--- config.mk ---
export PLATFORM = sky130hd
export DESIGN_NAME = instr_decoder
export DESIGN_NICKNAME = d
export VERILOG_FILES = /design/src/rtl/instr_decoder.sv
export SDC_FILE = /design/constraint.sdc
export NUM_CORES = 1
export LEC_CHECK = 0
export CAP_MARGIN = 10
export CORE_MARGIN = 5
export CORE_UTILIZATION = 35
export CTS_BUF_LIST = sky130_fd_sc_hd__clkbuf_8
export DETAILED_ROUTE_END_ITERATION = 8
export GPL_TIMING_DRIVEN = 0
export PLACE_DENSITY_LB_ADDON = 0.05
export SETUP_SLACK_MARGIN = 0.5
export SLEW_MARGIN = 10
export SYNTH_ARGS = -nofsm -noshare
export SYNTH_HDL_FRONTEND = slang
export SYNTH_SLANG_ARGS = --single-unit
--- constraint.sdc ---
create_clock -name clk -period 1.9 [get_ports clk]
set_clock_uncertainty 0.15 [all_clocks]
set_input_delay 0.285 -clock clk [delete_from_list [all_inputs] [get_ports clk]]
set_output_delay 0.285 -clock clk [all_outputs]
set_load 0.02 [all_outputs]
--- src/rtl/instr_decoder.sv ---
// Three-cycle decode/issue controller (IDLE -> EXEC -> WB) driving the ALU and register file.
// Optional trap on undefined opcodes: define INSTR_DECODER_ILLEGAL_TRAP_EN.
module instr_decoder #(
    parameter int WIDTH         = 16,
    parameter int ALU_CONT_BITS = 6
) (
    input  logic                     clk,
    input  logic                     reset,
    input  logic [15:0]              instr,
    input  logic                     instr_valid,
    output logic                     instr_ready,
    output logic [3:0]               rf_raddr_a,
    output logic [3:0]               rf_raddr_b,
    input  logic [WIDTH-1:0]         rf_rdata_a,
    input  logic [WIDTH-1:0]         rf_rdata_b,
    output logic [WIDTH-1:0]         alu_a,
    output logic [WIDTH-1:0]         alu_b,
    output logic [ALU_CONT_BITS-1:0] alu_cont,
    input  logic [WIDTH-1:0]         alu_out,
    input  logic [WIDTH-1:0]         psr_flags,
    output logic                     rf_we,
    output logic [3:0]               rf_waddr,
    output logic [WIDTH-1:0]         rf_wdata,
    output logic [WIDTH-1:0]         psr,
    output logic                     branch_valid,
    output logic                     branch_taken,
    output logic [WIDTH-1:0]         branch_disp,
    output logic                     illegal_instr
);

    typedef enum logic [1:0] {IDLE, EXEC, WB} state_t;

    localparam logic [3:0] OP_RTYPE = 4'b0000;
    localparam logic [3:0] OP_SHIFT = 4'b1000;
    localparam logic [3:0] OP_BCOND = 4'b1100;
    localparam logic [3:0] OP_LUI   = 4'b1111;
    localparam logic [3:0] CODE_ADD = 4'b0101;
    localparam logic [3:0] CODE_SUB = 4'b1001;
    localparam logic [3:0] CODE_CMP = 4'b1011;
    localparam logic [WIDTH-1:0] CF_MASK  = WIDTH'(16'h0021);
    localparam logic [WIDTH-1:0] NZL_MASK = WIDTH'(16'h00C4);

    state_t            state_q, state_d;
    logic [15:0]       instr_q, instr_d;
    logic [WIDTH-1:0]  psr_q, psr_d;
    logic [WIDTH-1:0]  rf_wdata_q, rf_wdata_d;
    logic [3:0]        rf_waddr_q, rf_waddr_d;
    logic              rf_we_q, rf_we_d;
    logic              branch_valid_q, branch_valid_d;
    logic              branch_taken_q, branch_taken_d;
    logic [WIDTH-1:0]  branch_disp_q, branch_disp_d;

    logic [3:0] op, rd, ext;
    logic [7:0] imm;
    assign op  = instr_q[15:12];
    assign rd  = instr_q[11:8];
    assign ext = instr_q[7:4];
    assign imm = instr_q[7:0];

    function automatic logic is_alu_code(input logic [3:0] c);
        return c inside {4'b0001, 4'b0010, 4'b0011, 4'b0101, 4'b0110, 4'b1001, 4'b1011, 4'b1101};
    endfunction

    // Conditions come in complementary pairs; bit 0 of the code inverts the base test.
    function automatic logic cond_met(input logic [3:0] cond, input logic [WIDTH-1:0] p);
        logic base;
        case (cond[3:1])
            3'd0:    base = p[6];
            3'd1:    base = p[0];
            3'd2:    base = p[2];
            3'd3:    base = p[7];
            3'd4:    base = p[5];
            3'd5:    base = !p[2] && !p[6];
            3'd6:    base = !p[7] && !p[6];
            default: base = 1'b1;
        endcase
        return base ^ cond[0];
    endfunction

    logic                     dec_alu, dec_branch, dec_arith, dec_we, upd_cf, upd_nzl;
    logic [3:0]               arith_code;
    logic [ALU_CONT_BITS-1:0] dec_cont;
    logic [WIDTH-1:0]         dec_b;

    always_comb begin
        dec_alu    = 1'b0;
        dec_branch = 1'b0;
        dec_arith  = 1'b0;
        arith_code = 4'b0000;
        dec_cont   = '0;
        dec_b      = '0;
        case (op)
            OP_RTYPE: if (is_alu_code(ext)) begin
                dec_alu    = 1'b1;
                dec_arith  = 1'b1;
                arith_code = ext;
                dec_cont   = ALU_CONT_BITS'({2'b00, ext});
                dec_b      = rf_rdata_b;
            end
            OP_SHIFT: if (ext == 4'b0100) begin
                dec_alu  = 1'b1;
                dec_cont = ALU_CONT_BITS'(6'b100101);
                dec_b    = rf_rdata_b;
            end else if (ext[3:1] == 3'b000) begin
                dec_alu  = 1'b1;
                dec_cont = ALU_CONT_BITS'(6'b100101);
                dec_b    = {{(WIDTH-5){instr_q[4]}}, instr_q[4:0]};
            end
            OP_BCOND: dec_branch = 1'b1;
            OP_LUI: begin
                dec_alu  = 1'b1;
                dec_cont = ALU_CONT_BITS'(6'b111111);
                dec_b    = {{(WIDTH-8){1'b0}}, imm};
            end
            default: if (is_alu_code(op)) begin
                dec_alu    = 1'b1;
                dec_arith  = 1'b1;
                arith_code = op;
                dec_cont   = ALU_CONT_BITS'({2'b00, op});
                // AND/OR/XOR immediates are zero-extended, the rest sign-extended
                dec_b      = (op[3:2] == 2'b00) ? {{(WIDTH-8){1'b0}}, imm}
                                                : {{(WIDTH-8){imm[7]}}, imm};
            end
        endcase
    end

    assign upd_cf  = dec_arith && (arith_code == CODE_ADD || arith_code == CODE_SUB);
    assign upd_nzl = dec_arith && (arith_code == CODE_CMP);
    assign dec_we  = dec_alu && !upd_nzl;

    always_comb begin
        state_d        = state_q;
        instr_d        = instr_q;
        psr_d          = psr_q;
        rf_wdata_d     = rf_wdata_q;
        rf_waddr_d     = rf_waddr_q;
        rf_we_d        = 1'b0;
        branch_valid_d = 1'b0;
        branch_taken_d = 1'b0;
        branch_disp_d  = branch_disp_q;
        case (state_q)
            IDLE: if (instr_valid) begin
                instr_d = instr;
                state_d = EXEC;
            end
            EXEC: begin
                state_d        = WB;
                rf_wdata_d     = alu_out;
                rf_waddr_d     = rd;
                rf_we_d        = dec_we;
                branch_valid_d = dec_branch;
                branch_taken_d = dec_branch && cond_met(rd, psr_q);
                if (dec_branch)
                    branch_disp_d = {{(WIDTH-8){imm[7]}}, imm};
                if (upd_cf)
                    psr_d = (psr_q & ~CF_MASK) | (psr_flags & CF_MASK);
                else if (upd_nzl)
                    psr_d = (psr_q & ~NZL_MASK) | (psr_flags & NZL_MASK);
            end
            default: state_d = IDLE;
        endcase
    end

    always_ff @(posedge clk) begin
        if (reset) begin
            state_q        <= IDLE;
            instr_q        <= '0;
            psr_q          <= '0;
            rf_wdata_q     <= '0;
            rf_waddr_q     <= '0;
            rf_we_q        <= 1'b0;
            branch_valid_q <= 1'b0;
            branch_taken_q <= 1'b0;
            branch_disp_q  <= '0;
        end else begin
            state_q        <= state_d;
            instr_q        <= instr_d;
            psr_q          <= psr_d;
            rf_wdata_q     <= rf_wdata_d;
            rf_waddr_q     <= rf_waddr_d;
            rf_we_q        <= rf_we_d;
            branch_valid_q <= branch_valid_d;
            branch_taken_q <= branch_taken_d;
            branch_disp_q  <= branch_disp_d;
        end
    end

`ifdef INSTR_DECODER_ILLEGAL_TRAP_EN
    logic illegal_q, illegal_d;
    assign illegal_d = (state_q == EXEC) && !dec_alu && !dec_branch;
    always_ff @(posedge clk) begin
        if (reset) illegal_q <= 1'b0;
        else       illegal_q <= illegal_d;
    end
    assign illegal_instr = illegal_q;
`else
    assign illegal_instr = 1'b0;
`endif

    // ALU is only driven during EXEC so idle cycles present a quiet datapath
    assign instr_ready  = (state_q == IDLE);
    assign rf_raddr_a   = rd;
    assign rf_raddr_b   = instr_q[3:0];
    assign alu_a        = (state_q == EXEC && dec_alu) ? rf_rdata_a : '0;
    assign alu_b        = (state_q == EXEC && dec_alu) ? dec_b : '0;
    assign alu_cont     = (state_q == EXEC && dec_alu) ? dec_cont : '0;
    assign rf_we        = rf_we_q;
    assign rf_waddr     = rf_waddr_q;
    assign rf_wdata     = rf_wdata_q;
    assign psr          = psr_q;
    assign branch_valid = branch_valid_q;
    assign branch_taken = branch_taken_q;
    assign branch_disp  = branch_disp_q;

endmodule

Yosys cells after proc, flatten, opt, wreduce, memory -nomap -nowiden
Cells that the tools add are included. W data, S select, Z words.

Register bits: 65. Bits of input ports: 83. Output and inout port bits: 103.

Equality and inequality tests: 31. Mux-type cells: 30. Bitwise logic cells: 4. Reduce and logical (&&, ||, !) cells: 25.

Operator list (number): $mux W16 (9); $pmux W16 S4 (1); $eq A4 B4 Y1 const B (11); $eq A4 B3 Y1 const B (6); $pmux W6 S4 (1); $mux W6 (3); $eq A4 B2 Y1 const B (4); $mux W4 (4); $or A16 B6 Y16 (1); $or A16 B8 Y16 (1); $reduce_bool A8 Y1 (2); $eq A3 B3 Y1 const B (3); $eq A4 B1 Y1 const B (2); $pmux W4 S2 (1); $logic_and A1 B1 Y1 (7); $pmux W1 S7 (1); $eq A3 B2 Y1 const B (2); $logic_not A3 Y1 (2); $mux W1 (6); $reduce_and A2 Y1 (3); $logic_not A1 Y1 (4); $logic_not A2 Y1 (2); $logic_not A4 Y1 (1); $pmux W1 S4 (1); 12 further kinds (12).

Longest topological paths before layout
Depth after elaboration: 9. Gate-level depth with buffers: 8. Depth with buffers taken out: 5.

Least setup slack after synthesis
OpenSTA, ideal clock, no wires.

Kind: register to output. Start: register instr_q[12]. End: output alu_cont[1]. Data arrival time: 2.151 ns. Data required time: 1.465 ns. Slack: -0.686 ns. Stages on the path, launching flop included: 7. Path buffers: 1. Cell sequence: dfxtp_1 > buf_2 > nor4_4 > o21ai_1 > nand3_1 > nand2_1 > a2111oi_0.

Word-level cells in the longest chain between the ends: 6. Elaborated cells between the ends (all ways): 19. Those cells by class: eq/ne: 11; mux: 5; reduce/logical: 3.

Ends and longest elaborated chain: start: declaration (line 44) `logic [15:0] instr_q, instr_d;`; start signal: assignment (line 177) `instr_q <= instr_d;`; $eq A4 B1 Y1 (tied with other cells) (line 61) `return c inside {4'b0001, 4'b0010, 4'b0011, 4'b0101, 4'b0110, 4'b1001, 4'b1011, 4'b1101};`; $reduce_bool A8 Y1 (line 61); $mux W1 (line 115) `default: if (is_alu_code(op)) begin`; $pmux W1 S4 (line 92) `case (op)`; $logic_and A1 B1 Y1 (line 206) `assign alu_cont = (state_q == EXEC && dec_alu) ? dec_cont : '0;`; $mux W6 * (line 206); end: declaration (line 18) `output logic [ALU_CONT_BITS-1:0] alu_cont,`.

Mark *: on every way between the ends. The rest lies on a longest branch, timed or not.

Worst setup path after layout
Start: register instr_q[4]. End: output alu_b[2].

Word-level cells in the longest chain between the ends: 6. Elaborated cells between the ends (all ways): 18. Those cells by class: eq/ne: 9; mux: 7; reduce/logical: 2.

Ends and longest elaborated chain: $eq A4 B1 Y1 (tied with other cells) (line 61); $reduce_bool A8 Y1 (line 61); $mux W1 (line 93) `OP_RTYPE: if (is_alu_code(ext)) begin`; $pmux W1 S4 (line 92); $logic_and A1 B1 Y1 (line 205) `assign alu_b = (state_q == EXEC && dec_alu) ? dec_b : '0;`; $mux W16 * (line 205); end: declaration (line 17) `output logic [WIDTH-1:0] alu_b,`.

Marked as above.

==> flow_summary.json <==
{
  "outcome": "finished with violations",
  "violations": "negative setup slack",
  "cts_buffer_depth": 2,
  "cp-start-kind": "flip-flop",
  "dr_total_vias": 3699,
  "initial_core_util_pct": 35.44,
  "max_clock_freq_mhz": 394.0,
  "portBuffers": 162,
  "crit_slowest_cell": "a2111oi_4",
  "synth_common_cells": "nand2_1, dfxtp_1, a21oi_1, buf_4, nor2_1",
  "clkSinkCount": 54,
  "avgSynthCellArea_um2": 7.538,
  "cts_tree": "done",
  "num-fill-cells": 589,
  "cts_max_level": 2,
  "setup_tns_ns": -22.24,
  "rows": 34,
  "arrival_ns": 2.10,
  "drv_slew": 0,
  "intPower_mw": 2.064,
  "area_delta_synth_final_pct": 118.1,
  "cp_common_cell": "buf_6",
  "final_layout_size_suffix_gt1_share_pct": 57.23,
  "crit_path_max_fanout": 6,
  "path_buf_inv": 2,
  "crit_required_ns": 1.46,
  "worst_pin_slew_ns": 0.4854,
  "synth_top_area_share_pct": 35.50,
  "grt_usage_pct": 20.57,
  "drc": 0,
  "die_w_um": 103.3,
  "synth_warnings": 0,
  "antenna_left": 0,
  "seq_area_frac_synth_pct": 35.50,
  "crit_cells": 7,
  "vdd_drop_max_mv": 0.4489,
  "max_stage_delay_ns": 0.48,
  "antenna_found_initial": 0,
  "async_reset_ff_share_pct": 0,
  "wl_per_cell_um": 16.25,
  "grt_pass1_vias": 3598,
  "synth_most_common_cell": "nand2_1",
  "dp_hpwl_um": 8019,
  "finalPower_mw": 3.034,
  "power.density_nw_per_um2": 456.9,
  "synth_cell_types": 47,
  "cts_root_buf": "clkbuf_8",
  "p_comb_share_pct": 38.8,
  "diodes": 0,
  "design_area_um2": 6641,
  "swShare_pct": 31.96,
  "end_kind": "output pin",
  "rsz0062_at_grt": "yes",
  "grt_max_degree": 16,
  "critPathTopFamily": "compound AO/OA/AOI/OAI gates",
  "min_period_ns": 2.538,
  "gp_congestion": 0.8238,
  "dieHeight_um": 103.3,
  "core_um2": 8593,
  "hold_depth": 2,
  "drv_cap": 0,
  "numCtsBuffers": 5,
  "place_area_um2": 5289,
  "p_sw_mw": 0.9699,
  "crit_chain": "a21boi_4 > nand2b_1 > a2111oi_4 > buf_6 > a22oi_2 > nor2_4 > buf_6",
  "worstRegToRegCells": 8,
  "setup_violations": 43,
  "critPathKind": "flip-flop to output pin",
  "place_ws_ns": -0.9609,
  "yosysTopAreaCell": "dfxtp_1",
  "clkPwrFrac_pct": 21.4,
  "io_pins": 186,
  "syn_inst": 404,
  "grt_pass1_wl_um": 17430,
  "final_hold_viol_count": 0,
  "via_per_inst": 4.880,
  "seqPwrFrac_pct": 39.8,
  "nNetsFinal": 732,
  "drt_iter0_drc": 106,
  "hold_class": "flip-flop to flip-flop",
  "wirelength_um": 12320,
  "die-area_um2": 10670,
  "finalCritPeriodShare_pct": 133.6,
  "clk_latency_ns": 0.30,
  "first_pass_iters": 4,
  "gr-total-overflow": 0,
  "synth_seq_cells": 54,
  "synth_edf_count": 0,
  "ys_top_cells_by_area": "dfxtp_1, nand2_1, a21oi_1",
  "cts.clk_slew.worst_paths_ns": 0.09,
  "synth_flop_cell": "dfxtp_1",
  "setup_ws_ns": -0.6382,
  "netlist_area_um2": 3045,
  "power.leakage_nw": 2.795,
  "max_slew_margin_pct": 67.18
}
final timing paths:
path                                           startpoint                   endpoint  slack, ns
worst max register to register   instr_q[12]$_SDFFE_PP0P_        psr[7]$_SDFFE_PP0P_      -0.36
worst min register to register  rf_wdata[13]$_SDFFE_PP0N_  rf_wdata[13]$_SDFFE_PP0N_       0.31
worst min-delay path            rf_wdata[13]$_SDFFE_PP0N_  rf_wdata[13]$_SDFFE_PP0N_       0.31
worst max-delay path              instr_q[4]$_SDFFE_PP0P_                   alu_b[2]      -0.64
what timing repair did:
item | 4_1_cts | 5_1_grt
gates resized for setup | 520 | 142
gates cloned | 4 | 1
pin swaps | 34 | 71
buffers inserted | 44 | 16
setup endpoints to repair | 145 | 121
hold buffers | 0 | 0
through the flow:
step           hold WS (ns)  utilization [%]  instances
2_1_floorplan        0.2606                -        415
3_3_place_gp         0.2907            61.55        685
3_5_place_dp         0.2969            61.55        685
4_1_cts              0.3093            71.87        741
5_1_grt              0.3312            77.29        758
6_report             0.3066            77.29        758
registers in the layout, indices dropped and copies added, names as in the netlist:
signal        count
branch_disp       8
rf_waddr          4
instr_q          16
rf_we             1
psr               5
branch_taken      1
state_q           2
rf_wdata         16
branch_valid      1
power groups by stage:
stage          Combinational, mW  Clock [mW]  Sequential [mW]
2_1_floorplan              0.482           0             1.25
3_3_place_gp               0.819           0             1.23
3_5_place_dp               0.830           0             1.24
4_1_cts                     1.02       0.660             1.21
5_1_grt                     1.25       0.723             1.21
6_report                    1.18       0.649             1.21
cells in the final DEF (no fill, tap or decap), types with 13 or more instances in the layout:
master / instances
a21oi_1: 19
buf_6: 85
and2_4: 17
nand2_1: 66
a21oi_2: 19
clkdlybuf4s50_1: 71
nand2_4: 22
nor2_1: 18
dfxtp_1: 34
buf_4: 63
dfxtp_4: 13
clkbuf_2: 19
cell type report:
class | instances | area [µm²] | area share, %
multi-input combinational | 301 | 2455 | 36.96
timing repair buffer | 227 | 2230 | 33.57
tap | 108 | 135.1 | 2.035
sequential | 54 | 1139 | 17.14
clock buffer | 6 | 82.58 | 1.243
clock inverter | 2 | 8.758 | 0.1319
inverter | 2 | 7.507 | 0.1130
buffer | 58 | 584.3 | 8.798
routing by layer:
metal  track usage (%)  part of all wire [%]  wire (µm)  vias up
li1                  -                     -          -     1807
met1             23.52                    37       4497     1741
met2             38.53                    55       6831      140
met3             5.097                   7.1        871       11
met4             4.382                  0.95        117        0
met5                 0                     0          0        -
logic make-up after synthesis:
| kind of cell | share of synthesized area [%] |
|---|---|
| AO/OA/AOI/OAI | 17.59 |
| flip-flops | 35.50 |
| XOR/XNOR | 0.5753 |
| other | 0.1231 |
| AND/OR/NAND/NOR | 28.88 |
| buffers and inverters | 11.63 |
| multiplexers | 5.711 |
tightest hold or removal path, stage by stage, from the launching register on:
cell	delay, ns
dfxtp_1	0.32
nand2_1	0.05
a21oi_1	0.05
(Power assumes the default switching activity.)
